$ cat config.mk
export PLATFORM = sky130hd
export DESIGN_NAME = instruction_fetch_ctrl
export DESIGN_NICKNAME = d
export VERILOG_FILES = /design/src/rtl/instruction_fetch_ctrl.sv
export SDC_FILE = /design/constraint.sdc
export NUM_CORES = 1
export LEC_CHECK = 0
export ABC_AREA = 1
export ABC_CLOCK_PERIOD_IN_PS = 5100
export CORE_MARGIN = 1.5
export CORE_UTILIZATION = 30
export DETAILED_ROUTE_END_ITERATION = 8
export GPL_ROUTABILITY_DRIVEN = 1
export GPL_TIMING_DRIVEN = 0
export SLEW_MARGIN = 20
export SYNTH_ARGS = -nofsm -noshare
export SYNTH_HDL_FRONTEND = slang
export SYNTH_SLANG_ARGS = --single-unit
export TNS_END_PERCENT = 1
$ cat constraint.sdc
create_clock -name i_clk -period 5.1 [get_ports i_clk]
set_input_delay 0.765 -clock i_clk [delete_from_list [all_inputs] [get_ports i_clk]]
set_output_delay 0.765 -clock i_clk [all_outputs]
set_load 0.1 [all_outputs]
$ cat src/rtl/instruction_fetch_ctrl.sv
// Instruction fetch controller: walks a PC through instruction memory,
// registers each fetched word with its PC+4, honours stall and branch
// redirects, and halts once the PC runs past the last valid word.
//
// Ports
//   i_clk               clock, all state updates on the rising edge
//   i_reset             synchronous active-high reset
//   i_start             begin fetching (only looked at while idle)
//   i_stall             hold PC and fetch outputs this cycle
//   i_branch_taken      redirect fetch to i_branch_target this cycle
//   i_branch_target     redirect byte address (low two bits dropped)
//   i_imem_instruction  combinational read data at o_imem_address
//   o_imem_address      memory read address, equal to the PC register
//   o_pc_result         current PC register
//   o_instr_out         registered fetched instruction
//   o_pc_plus4_out      registered address of o_instr_out plus 4
//   o_instr_valid       o_instr_out / o_pc_plus4_out hold a valid fetch
//   o_halted            fetch stopped at end of program space
module instruction_fetch_ctrl #(
    parameter logic [31:0] LAST_ADDR = 32'h000001FC,
    parameter logic [31:0] RESET_PC  = 32'h00000000
) (
    input  logic        i_clk,
    input  logic        i_reset,
    input  logic        i_start,
    input  logic        i_stall,
    input  logic        i_branch_taken,
    input  logic [31:0] i_branch_target,
    input  logic [31:0] i_imem_instruction,
    output logic [31:0] o_imem_address,
    output logic [31:0] o_pc_result,
    output logic [31:0] o_instr_out,
    output logic [31:0] o_pc_plus4_out,
    output logic        o_instr_valid,
    output logic        o_halted
);

    localparam int unsigned AW = 32;
    localparam logic [AW-1:0] WORD_MASK = ~AW'(3);
    localparam logic [AW-1:0] PC_INIT   = RESET_PC & WORD_MASK;

    typedef enum logic [1:0] {
        S_IDLE = 2'd0,
        S_RUN  = 2'd1,
        S_HALT = 2'd2
    } state_t;

    state_t        r_state;
    logic [AW-1:0] r_pc;
    logic [AW-1:0] r_instr;
    logic [AW-1:0] r_pc_plus4;
    logic          r_valid;
    logic          r_halted;

    state_t        w_state_nxt;
    logic [AW-1:0] w_pc_nxt;
    logic [AW-1:0] w_instr_nxt;
    logic [AW-1:0] w_pc_plus4_nxt;
    logic          w_valid_nxt;
    logic          w_halted_nxt;
    logic [AW-1:0] w_pc_inc;
    logic [AW-1:0] w_branch_pc;

    // Word-aligned arithmetic; wraps modulo 2^32.
    assign w_pc_inc    = r_pc + AW'(4);
    assign w_branch_pc = i_branch_target & WORD_MASK;

    // State and datapath registers.
    always_ff @(posedge i_clk) begin
        if (i_reset) begin
            r_state    <= S_IDLE;
            r_pc       <= PC_INIT;
            r_instr    <= '0;
            r_pc_plus4 <= '0;
            r_valid    <= 1'b0;
            r_halted   <= 1'b0;
        end else begin
            r_state    <= w_state_nxt;
            r_pc       <= w_pc_nxt;
            r_instr    <= w_instr_nxt;
            r_pc_plus4 <= w_pc_plus4_nxt;
            r_valid    <= w_valid_nxt;
            r_halted   <= w_halted_nxt;
        end
    end

    // Next-state and next-datapath logic; everything holds unless changed.
    always_comb begin
        w_state_nxt    = r_state;
        w_pc_nxt       = r_pc;
        w_instr_nxt    = r_instr;
        w_pc_plus4_nxt = r_pc_plus4;
        w_valid_nxt    = r_valid;
        w_halted_nxt   = r_halted;

        case (r_state)
            S_IDLE: begin
                if (i_start) begin
                    w_state_nxt = S_RUN;
                end
            end
            S_RUN: begin
                // Branch beats both the end-of-program check and stall.
                if (i_branch_taken) begin
                    w_pc_nxt       = w_branch_pc;
                    w_instr_nxt    = '0;
                    w_pc_plus4_nxt = '0;
                    w_valid_nxt    = 1'b0;
                end else if (r_pc > LAST_ADDR) begin
                    w_state_nxt  = S_HALT;
                    w_halted_nxt = 1'b1;
                    w_valid_nxt  = 1'b0;
                end else if (!i_stall) begin
                    w_instr_nxt    = i_imem_instruction;
                    w_pc_plus4_nxt = w_pc_inc;
                    w_pc_nxt       = w_pc_inc;
                    w_valid_nxt    = 1'b1;
                end
            end
            S_HALT: begin
                w_halted_nxt = 1'b1;
            end
            default: begin
                w_state_nxt = S_IDLE;
            end
        endcase
    end

    assign o_imem_address = r_pc;
    assign o_pc_result    = r_pc;
    assign o_instr_out    = r_instr;
    assign o_pc_plus4_out = r_pc_plus4;
    assign o_instr_valid  = r_valid;
    assign o_halted       = r_halted;

endmodule

==> summary.md, run 1 <==
| Metric | Value |
|---|---|
| Worst hold path cell count | 2 |
| R2R depth | 9 |
| Worst hold-check path type | reg2reg |
| Clock latency on the worst-skew pair | 0.34 ns |
| Endpoint class of the critical path | output port |
| Hpwl dp | 10.5 mm |
| Worst flop-to-flop path endpoint | o_instr_out[8] |
| Critical path's slowest cell | clkdlybuf4s50_1 |
| Core area | 13,900 um^2 |
| Worst path arrival time | 2.10 ns |
| FF+latch count, synth | 97 |
| Max FO, Critical Path | 7 |
| Initial antenna violation count | 0 |
| CP Launch Type | flip-flop |
| Fin. Hold Viols | 0 |
| Post-CTS sizing | 0 |
| Final setup viols | 0 |
| Cells after Synth | 604 |
| Max-slew violation count | 0 |
| Crit-path max cell delay | 1.11 ns |
| Setup WS post-layout | 2.23 ns |
| Share of layout cells above drive strength 1 | 8.86% |
| Status | finished clean |
| Register area | 1940 um^2 |
| Grt ovf | 0 |
| Depth of the CTS H-tree | 3 |
| Critical path depth | 2 |
| CP required | 4.34 ns |
| Unrepaired setup endpoints after global routing | false |
| Global-route wire length before repair | 21.5 mm |
| Critical Path, Cell by Cell | buf_4, clkdlybuf4s50_1 |
| Synth warn | 0 |
| Largest net degree at the start of global routing | 16 |
| DR WL met2 | 6.82 mm |
| Kind of critical path | reg2out |
| Final Power | 2.30 mW |
| Crit path time final | 2.87 ns |
| Gpl congestion | 0.813 |
| Fin area | 6730 um^2 |
| Die Y | 123 um |
| CTS Root Cell | clkbuf_16 |
| Pre-CTS WS | 2.61 ns |
| Fin crit share | 56.2% |
| Final wirelength | 13.9 mm |
| Metal1 wirelength | 6.00 mm |
| Pwr Density | 341 nW/um^2 |
| CTS Sinks | 97 |
| Area post-placement | 6430 um^2 |
| Routed vias | 4,488 |
| Total Routing Usage GR | 18.4% |
| Worst Path Buf+Inv | 2 |
| Post-synthesis sequential area ratio | 45.2% |
| Crit path from | o_imem_address[2] |
| Pre-antenna DRT Iters | 7 |
| Max_cap viols | 0 |
| Setup crit end | o_pc_result[2] |
| Port bufs | 190 |
| Slew @ Worst Pin | 1.03 ns |
| CTS tree | done |
| Rel. slew slack | 31.3% |
| Peak supply drop | 159 uV |
| Die width | 123 um |
| Cell variety after synth | 22 |
| Worst Skew | 0.00730 ns |
| Number of hold buffers added after CTS | 0 |
| Via density | 4.52 |
| R2R setup slack | 2.97 ns |
| Total Neg Setup Slack | 0 ns |
| Setup bufs post-CTS | 0 |
| Dpl cells | 977 |
| Top delay family on crit path | buffers and inverters |
| Met3 WL post-DR | 946 um |
| Synth Area per Inst | 7.11 um^2 |
| Lkg Pwr | 2.83 nW |
| Max Used Layer | met4 |
| Die ar. | 15,000 um^2 |
| Final nets | 879 |
| Syn Std Cell Area | 4300 um^2 |
| Via count of the first global-routing pass | 4,290 |
| Final core utilization | 48.3% |
| Num ports | 199 |
| FP Rows | 43 |
| Fmax | 0.349 GHz |
| Clock Path Buffers | 2 |
| Antenna diodes | 0 |
| Reg2reg start | o_imem_address[2] |
| Antenna violation net count after detailed routing | 0 |
| Avg WL per Cell | 14.0 um |
| Initial Utilization | 30.8% |
| CTS Buf Count | 9 |
| Fill count | 1,340 |
| CTS clk-pin slew, worst paths | 0.07 ns |
| # DRC | 0 |
| Area of the multi-input gates | 1680 um^2 |
| Area Growth Syn to Fin | 56.7% |
| Final hold slack | 0.440 ns |
| 1st-iter DRT viols | 236 |
| Non-filler instance count after layout | 993 |
==> kinds of logic (layout without fill, tap and decap cells) <==
group | after synthesis | in the layout | share of synthesized area, %
simple gates | 309 | 309 | 29.9
flops | 97 | 97 | 45.2
xor+xnor | 1 | 1 | 0.204
other cells | 1 | 4 | 0.0873
buf+inv | 128 | 334 | 15.9
fa+ha+maj | 2 | 2 | 0.582
compound gates | 66 | 66 | 8.10
==> worst min path at each step <==
stage | from | to | slack (ns)
after global routing | o_pc_plus4_out[28] | o_pc_plus4_out[28] | 0.46
final | o_pc_plus4_out[24] | o_pc_plus4_out[24] | 0.44
after detailed placement | o_pc_plus4_out[18] | o_pc_plus4_out[18] | 0.43
after floorplan | r_state[0] | r_state[0] | 0.45
after global placement | o_pc_plus4_out[25] | o_pc_plus4_out[25] | 0.43
after CTS | o_pc_plus4_out[21] | o_pc_plus4_out[21] | 0.44
==> worst reg2reg max path, cell delays in order, from the launching register on <==
cell and delay, ns:
dfxtp_1 0.39, ha_1 0.25, nand2_1 0.08, inv_1 0.08
nand3_1 0.11, nand2_2 0.08, nor2_2 0.30, clkbuf_1 0.43
nand4_1 0.15, a21oi_1 0.17
==> flip-flops by register name, summed over array words and instances (netlist names) <==
name / cells
o_instr_valid: 1
o_instr_out: 32
o_pc_plus4_out: 31
o_halted: 1
o_imem_address: 30
r_state: 2
==> cells in the final DEF, fill, tap and decap left out, types with 7 or more instances in the layout <==
cell / n
a21oi_1: 59
nand3_1: 25
buf_4: 39
clkbuf_1: 27
nor2_1: 81
buf_6: 7
clkdlybuf4s50_1: 190
nand2_1: 165
inv_1: 52
dfxtp_1: 97
clkbuf_16: 9
nand4_1: 33
==> power breakdown <==
group          internal, mW  total (mW)  switching, mW
Combinational         0.216       0.789          0.573
Sequential            0.787       0.816         0.0289
Clock                 0.393       0.690          0.297
Total                  1.40        2.30          0.899
==> layout make-up <==
class | count | share of cell area (%)
Sequential cell | 97 | 28.8
Multi-Input combinational cell | 382 | 25.0
Timing Repair Buffer | 190 | 28.3
Inverter | 53 | 2.96
Tap cell | 180 | 3.35
Buffer | 75 | 7.19
Clock inverter | 5 | 0.799
Clock buffer | 11 | 3.61
==> layer usage <==
metal	up-vias	global-route usage (%)
met3	11	4.83
met1	2057	22.1
met2	154	31.5
met5	-	0
li1	2266	-
met4	0	6.32
==> cell usage after synthesis, drive strengths merged <==
library cell / count / share of area (%)
a21oi: 60 / 7.1
buf: 49 / 9.0
clkbuf: 26 / 2.3
conb: 1 / 0.087
dfxtp: 97 / 45
ha: 2 / 0.58
inv: 53 / 4.6
nand2: 167 / 15
nand3: 25 / 2.9
nand4: 33 / 4.8
nor2: 83 / 7.4
o21ai: 5 / 0.84
o21bai: 1 / 0.17
or2: 1 / 0.15
xor2: 1 / 0.20
No activity file was read; power rests on OpenSTA's default activity.
==> run 2: changes to the inputs <==
--- a/config.mk
+++ b/config.mk
@@ -6,7 +6,7 @@
 export NUM_CORES = 1
 export LEC_CHECK = 0
 export ABC_AREA = 1
-export ABC_CLOCK_PERIOD_IN_PS = 5100
+export ABC_CLOCK_PERIOD_IN_PS = 2300
 export CORE_MARGIN = 1.5
 export CORE_UTILIZATION = 30
 export DETAILED_ROUTE_END_ITERATION = 8
==> constraint.sdc (replaced) <==
create_clock -name i_clk -period 2.3 [get_ports i_clk]
set_input_delay 0.345 -clock i_clk [delete_from_list [all_inputs] [get_ports i_clk]]
set_output_delay 0.345 -clock i_clk [all_outputs]
set_load 0.1 [all_outputs]
==> run 2 against run 1 <==
Hold slack got worse by 0.0019 ns. Count of clock-buffer cells in the layout decreased by 1. Global-route usage about the same. Sequential power increased by 120%. Combinational power increased by 120%. Sequential share of layout area increased by 0.29 points. Sequential cell count unchanged. First-iteration DRC count decreased by 5.5%. Setup slack got worse by 2.2 ns. Non-clock buffer count unchanged. Clock power increased by 130%. Total power increased by 120%. Largest power group unchanged.
==> summary.md, run 2 (synthesis results as in run 1) <==
| Metric | Value |
|---|---|
| Fmax | 0.442 GHz |
| Die width | 123 um (unchanged) |
| Port bufs | 190 (unchanged) |
| FP Rows | 43 (unchanged) |
| 1st-iter DRT viols | 223 (was 236) |
| Status | finished clean (unchanged) |
| CTS tree | done (unchanged) |
| CTS Root Cell | clkbuf_16 (unchanged) |
| Fill count | 1,355 (was 1,340) |
| Kind of critical path | reg2out (unchanged) |
| Pwr Density | 763 nW/um^2 (was 341 nW/um^2) |
| Routed vias | 4,453 (was 4,488) |
| Initial antenna violation count | 0 (unchanged) |
| Critical path depth | 1 (was 2) |
| Clock network power share | 30.6% (was 30.1%) |
| Share of power burned in registers | 35.5% (was 35.6%) |
| Largest register FFs | 32 (unchanged) |
| Worst hold-check path type | reg2reg (unchanged) |
| Initial Utilization | 30.8% (unchanged) |
| CP Launch Type | flip-flop (unchanged) |
| Final wirelength | 13.7 mm (was 13.9 mm) |
| Worst path arrival time | 1.92 ns (was 2.10 ns) |
| CP required | 1.96 ns (was 4.34 ns) |
| CTS Buf Count | 9 (unchanged) |
| Cell-internal power | 3.08 mW (was 1.40 mW) |
| Hpwl dp | 10.4 mm (was 10.5 mm) |
| Worst Path Buf+Inv | 1 (was 2) |
| Fin. Hold Viols | 0 (unchanged) |
| Die ar. | 15,000 um^2 (unchanged) |
| Largest net degree at the start of global routing | 17 (was 16) |
| Peak supply drop | 293 uV (was 159 uV) |
| Net Sw Frac | 39.5% (was 39.2%) |
| Final hold slack | 0.438 ns (was 0.440 ns) |
| Most frequent cells in the layout | nand2_1 (165), clkdlybuf4s50_1 (153), dfxtp_1 (94), nor2_1 (81), buf_4 (69) (was clkdlybuf4s50_1 (190), nand2_1 (165), dfxtp_1 (97), nor2_1 (81), a21oi_1 (59)) |
| Global-route wire length before repair | 21.5 mm (about the same) |
| Most common cell after layout, fill and taps aside | nand2_1 (was clkdlybuf4s50_1) |
| Final nets | 879 (unchanged) |
| Share of layout cells above drive strength 1 | 13.0% (was 8.86%) |
| Clock Path Buffers | 2 (unchanged) |
| Num ports | 199 (unchanged) |
| Endpoint class of the critical path | output port (unchanged) |
| Worst Skew | 0.00918 ns (was 0.00730 ns) |
| Via count of the first global-routing pass | 4,285 (was 4,290) |
| Max-slew violation count | 0 (unchanged) |
| Die Y | 123 um (unchanged) |
| Antenna diodes | 0 (unchanged) |
| Comb power frac | 33.9% (was 34.4%) |
| Area post-placement | 6440 um^2 (was 6430 um^2) |
| Worst hold path cell count | 2 (unchanged) |
| Gpl congestion | 0.833 (was 0.813) |
| Via density | 4.48 (was 4.52) |
| R2R depth | 9 (unchanged) |
| Top delay family on crit path | buffers and inverters (unchanged) |
| Pre-antenna DRT Iters | 4 (was 7) |
| Area Growth Syn to Fin | 55.4% (was 56.7%) |
| Fin area | 6680 um^2 (was 6730 um^2) |
| Max FO, Critical Path | 7 (unchanged) |
| Max_cap viols | 0 (unchanged) |
| Avg WL per Cell | 13.8 um (was 14.0 um) |
| Clock latency on the worst-skew pair | 0.35 ns (was 0.34 ns) |
| Total Routing Usage GR | 18.4% (about the same) |
| Crit-path max cell delay | 1.15 ns (was 1.11 ns) |
| Critical Path, Cell by Cell | clkdlybuf4s50_1 (was buf_4, clkdlybuf4s50_1) |
| Core area | 13,900 um^2 (unchanged) |
| Depth of the CTS H-tree | 3 (unchanged) |
| # DRC | 0 (unchanged) |
| CTS clk-pin slew, worst paths | 0.07 ns (about the same) |
| Fin crit share | 98.4% |
| Unrepaired setup endpoints after global routing | true (was false) |
| Crit path time final | 2.26 ns |
| Switching power | 2.01 mW (was 899 uW) |
| Final setup viols | 0 (unchanged) |
| CTS Sinks | 97 (unchanged) |
| Grt ovf | 0 (unchanged) |
| Rel. slew slack | 31.3% (about the same) |
| Critical path's slowest cell | clkdlybuf4s50_1 (unchanged) |
| Slew @ Worst Pin | 1.03 ns (about the same) |
| Lkg Pwr | 2.97 nW (was 2.83 nW) |
| Antenna violation net count after detailed routing | 0 (unchanged) |
## run 2: cell types whose count changed in the layout (fill, tap and decap cells not counted), sizes merged
cell           change
buf               +30
inv                -1
dlygate4sd2        +3
clkdlybuf4s50     -37
clkbuf             -1
dlymetal6s2s       +4
clkinvlp           +2
## run 2: through the flow
| step | TNS [ns] | total power [mW] | worst slack (ns) | util [%] | instances |
|---|---|---|---|---|---|
| CTS | 0 | 5.15 | 0.000964 | 47.9 | 993 |
| floorplan | 0 | 3.12 | 0.0160 | - | 607 |
| global placement | 0 | 3.58 | 0.278 | 46.2 | 977 |
| detailed placement | 0 | 3.60 | 0.213 | 46.2 | 977 |
| finish | 0 | 5.10 | 0.0378 | 47.9 | 993 |
| global route | -0.0247 | 5.31 | -0.0130 | 47.9 | 993 |
## run 2: power groups by stage
stage	sequential, mW	combinational, mW	clock, mW
finish	1.81	1.73	1.56
global route	1.82	1.83	1.66
CTS	1.81	1.74	1.59
detailed placement	1.85	1.75	0
global placement	1.85	1.74	0
floorplan	2.28	0.843	0
## run 2: worst paths after layout
kind,slack (ns),startpoint,to
min reg2reg,0.44,o_pc_plus4_out[11],o_pc_plus4_out[11]
min,0.44,o_pc_plus4_out[11],o_pc_plus4_out[11]
max,0.04,o_imem_address[2],o_imem_address[2]
max reg2reg,0.24,o_imem_address[2],o_instr_out[22]
## run 2: area by class of cell
cell class,count,area (um^2),share of cell area (%)
multi-input cells,382,1680,25.2
flip-flops and latches,97,1950,29.1
well taps,180,225,3.37
clock buffers,10,239,3.58
inverters,53,199,2.98
repair buffers,190,1830,27.5
plain buffers,75,484,7.25
clock inverters,6,67.6,1.01
## run 2: routing by layer
metal	track usage (%)	part of all wire, %
met5	0	0
met4	6.40	1.6
met3	5.30	8.7
met2	30.7	48
met1	22.5	42
## run 2: timing repair
action                     in CTS  in global routing
hold buffers                    0                  0
setup endpoints to repair      31                  7
cloned                          0                  0
gates resized for setup        31                  6
buffers inserted                0                  0
==> run 3: changes to the inputs <==
--- a/config.mk
+++ b/config.mk
@@ -5,13 +5,13 @@
 export SDC_FILE = /design/constraint.sdc
 export NUM_CORES = 1
 export LEC_CHECK = 0
-export ABC_AREA = 1
 export ABC_CLOCK_PERIOD_IN_PS = 2300
 export CORE_MARGIN = 1.5
 export CORE_UTILIZATION = 30
 export DETAILED_ROUTE_END_ITERATION = 8
 export GPL_ROUTABILITY_DRIVEN = 1
 export GPL_TIMING_DRIVEN = 0
+export PLACE_DENSITY = 0.66
 export SLEW_MARGIN = 20
 export SYNTH_ARGS = -nofsm -noshare
 export SYNTH_HDL_FRONTEND = slang
==> run 3 against run 2 <==
Setup slack improved by 0.012 ns. Maximum frequency grew 0.54%. Final area decreased by 5.0%. Hold slack got worse by 0.024 ns. Critical path type unchanged.
==> summary.md, run 3 <==
| Metric | Value |
|---|---|
| Endpoint class of the critical path | output port (unchanged) |
| CP required | 1.96 ns (about the same) |
| Lkg Pwr | 2.75 nW (was 2.97 nW) |
| Clock Path Buffers | 2 (unchanged) |
| Most common cell after layout, fill and taps aside | clkdlybuf4s50_1 (was nand2_1) |
| Crit path time final | 2.25 ns (was 2.26 ns) |
| Global-route wire length before repair | 17.3 mm (was 21.5 mm) |
| # DRC | 0 (unchanged) |
| Ys flop type | dfxtp_1 (unchanged) |
| Cell variety after synth | 47 (was 22) |
| Routed vias | 3,483 (was 4,453) |
| Clock latency on the worst-skew pair | 0.35 ns (about the same) |
| Slew @ Worst Pin | 1.02 ns (was 1.03 ns) |
| Pre-CTS WS | -0.195 ns (was 0.213 ns) |
| Critical path depth | 1 (unchanged) |
| Total Routing Usage GR | 16.6% (was 18.4%) |
| Depth of the CTS H-tree | 3 (unchanged) |
| Initial Utilization | 30.9% (was 30.8%) |
| Final setup viols | 0 (unchanged) |
| CTS Buf Count | 9 (unchanged) |
| 1st-iter DRT viols | 188 (was 223) |
| Syn Std Cell Area | 3910 um^2 (was 4300 um^2) |
| Synth Area in XOR/XNOR | 1.12% (was 0.204%) |
| Die Y | 117 um (was 123 um) |
| Kind of critical path | reg2out (unchanged) |
| R2R depth | 8 (was 9) |
| Post-synthesis sequential area ratio | 49.6% (was 45.2%) |
| Area Growth Syn to Fin | 62.2% (was 55.4%) |
| Core area | 12,700 um^2 (was 13,900 um^2) |
| Die ar. | 13,700 um^2 (was 15,000 um^2) |
| Post-synth ARST share | 0% (unchanged) |
| CTS tree | done (unchanged) |
| Share of layout cells above drive strength 1 | 24.8% (was 13.0%) |
| Pre-antenna DRT Iters | 4 (unchanged) |
| Via density | 4.55 (was 4.48) |
| Initial antenna violation count | 0 (unchanged) |
| Adder-cell area share of the yosys netlist | 0.640% (was 0.582%) |
| Largest family of logic cells by synthesized area | compound AO/OA/AOI/OAI gates (was simple AND/OR/NAND/NOR gates) |
| Top cells by area, synth | dfxtp_1 (50%), a22o_2 (7.2%), buf_4 (6.7%) (was dfxtp_1 (45%), nand2_1 (14%), nor2_1 (7.1%)) |
| Fmax | 0.444 GHz (was 0.442 GHz) |
| Top delay family on crit path | buffers and inverters (unchanged) |
| FP Rows | 41 (was 43) |
| Max-slew violation count | 0 (unchanged) |
| Pwr Density | 732 nW/um^2 (was 763 nW/um^2) |
| Antenna diodes | 0 (unchanged) |
| CTS clk-pin slew, worst paths | 0.06 ns (was 0.07 ns) |
| Critical Path, Cell by Cell | clkdlybuf4s50_1 (unchanged) |
| FF+latch count, synth | 97 (unchanged) |
| Peak supply drop | 343 uV (was 293 uV) |
| Compound-Gate Fraction of Synth Area | 19.8% (was 8.10%) |
| Max_cap viols | 0 (unchanged) |
| Post-synth top area share | 49.6% (was 45.2%) |
| CTS Sinks | 97 (unchanged) |
| Grt ovf | 0 (unchanged) |
| Num ports | 199 (unchanged) |
| Final nets | 659 (was 879) |
| Die width | 117 um (was 123 um) |
| Final Power | 4.65 mW (was 5.10 mW) |
| Gpl congestion | 0.868 (was 0.833) |
| Fin crit share | 97.8% (was 98.4%) |
| Critical path's slowest cell | clkdlybuf4s50_1 (unchanged) |
| Via count of the first global-routing pass | 3,305 (was 4,285) |
| Worst Path Buf+Inv | 1 (unchanged) |
| Avg WL per Cell | 15.2 um (was 13.8 um) |
| CP Launch Type | flip-flop (unchanged) |
| Worst hold path cell count | 2 (unchanged) |
| Fin. Hold Viols | 0 (unchanged) |
| Synth warn | 0 (unchanged) |
| Worst Skew | 0.00926 ns (was 0.00918 ns) |
| CTS Root Cell | clkbuf_16 (unchanged) |
| Most frequent cells in the layout | clkdlybuf4s50_1 (138), dfxtp_1 (90), buf_4 (64), nand2_1 (52), a22o_2 (28) (was nand2_1 (165), clkdlybuf4s50_1 (153), dfxtp_1 (94), nor2_1 (81), buf_4 (69)) |
| Hpwl dp | 8.64 mm (was 10.4 mm) |
| Synth area leader | dfxtp_1 (unchanged) |
| Setup WS post-layout | 0.0500 ns (was 0.0378 ns) |
| Count leader, synth | dfxtp_1 (was nand2_1) |
| Largest register FFs | 32 (unchanged) |
| Port bufs | 191 (was 190) |
| Cells after Synth | 381 (was 604) |
| Max FO, Critical Path | 8 (was 7) |
| Synth Area per Inst | 10.3 um^2 (was 7.11 um^2) |
| Final hold slack | 0.414 ns (was 0.438 ns) |
| Unrepaired setup endpoints after global routing | false (was true) |
| Largest net degree at the start of global routing | 17 (unchanged) |
| Status | finished clean (unchanged) |
| Mux cell area share after synthesis | 0.512% (was 0%) |
| Number of flops mapped to enable cells by yosys | 0 (unchanged) |
| Final wirelength | 11.6 mm (was 13.7 mm) |
| Simple-Gate Fraction of Synth Area | 16.8% (was 29.9%) |
| Top cells by count, synth | dfxtp_1 (97), nand2_1 (52), buf_4 (35), a22o_2 (28), and2_1 (23) (was nand2_1 (165), dfxtp_1 (97), nor2_1 (81), a21oi_1 (59), inv_1 (52)) |
| Worst path arrival time | 1.91 ns (was 1.92 ns) |
| Rel. slew slack | 31.9% (was 31.3%) |
| Crit-path max cell delay | 1.15 ns (about the same) |
| Worst hold-check path type | in2reg (was reg2reg) |
| Antenna violation net count after detailed routing | 0 (unchanged) |
## run 3: changes by cell type after synthesis, moves of 5 or more
| cell | previous run | this run |
|---|---|---|
| a22oi_1 | 0 | 5 |
| clkbuf_1 | 26 | 8 |
| nor2_1 | 81 | 11 |
| nand2_1 | 165 | 52 |
| a31oi_1 | 0 | 6 |
| inv_1 | 52 | 6 |
| a21oi_1 | 59 | 22 |
| nand4_1 | 33 | 0 |
| nor3_1 | 0 | 9 |
| a22o_2 | 0 | 28 |
| nand3_1 | 25 | 4 |
| and2_1 | 0 | 23 |
| a22o_1 | 0 | 13 |
## run 3: final cells by class
type,instances,area (um^2)
fillers,1165,6330
flip-flops and latches,97,1960
repair buffers,193,1880
multi-input cells,225,1540
plain buffers,56,420
clock buffers,11,243
well taps,172,215
clock inverters,5,61.3
inverters,6,22.5
## run 3: final timing paths
| path | to | slack, ns | from |
|---|---|---|---|
| worst max-delay path | o_imem_address[6] | 0.05 | o_imem_address[6] |
| worst min-delay path | r_state[0] | 0.41 | i_reset |
| worst max register to register | o_pc_plus4_out[4] | 0.14 | o_imem_address[2] |
| worst min register to register | o_halted | 0.46 | o_halted |
## run 3: cells by family after synthesis
group           Yosys count
mux                       2
simple gates            116
fa+ha+maj                 2
compound gates           96
buf+inv                  62
flops                    97
other cells               1
xor+xnor                  5
## run 3: per-stage QoR
step	utilization (%)	TNS [ns]	area, um^2	cells
2_1_floorplan	-	0	3940	384
3_3_place_gp	47.9	-2.22	6060	747
3_5_place_dp	47.9	-2.89	6060	747
4_1_cts	49.6	0	6290	763
5_1_grt	50.1	0	6340	765
6_report	50.1	0	6340	765
## run 3: where the power goes
part	switching [mW]	total, mW	internal (mW)
Clock	0.679	1.56	0.880
Sequential	0.0627	1.80	1.73
Combinational	0.902	1.29	0.388
Total	1.64	4.65	3.00
## run 3: per-layer routing
layer	wire length [um]	GRT usage, %	share of wire, %
met1	4810	19.9	41
met2	5620	28.2	48
met3	1020	4.27	8.8
met4	192	6.99	1.6
met5	0	0	0
## run 3: timing repair
item / CTS / global route
pin swaps: 2 / 1
resized for setup: 41 / 14
hold buffers: 0 / 0
hold endpoints to repair: 0 / 0
setup endpoints to repair: 91 / 68
buffers inserted: 0 / 2
cloned: 0 / 0
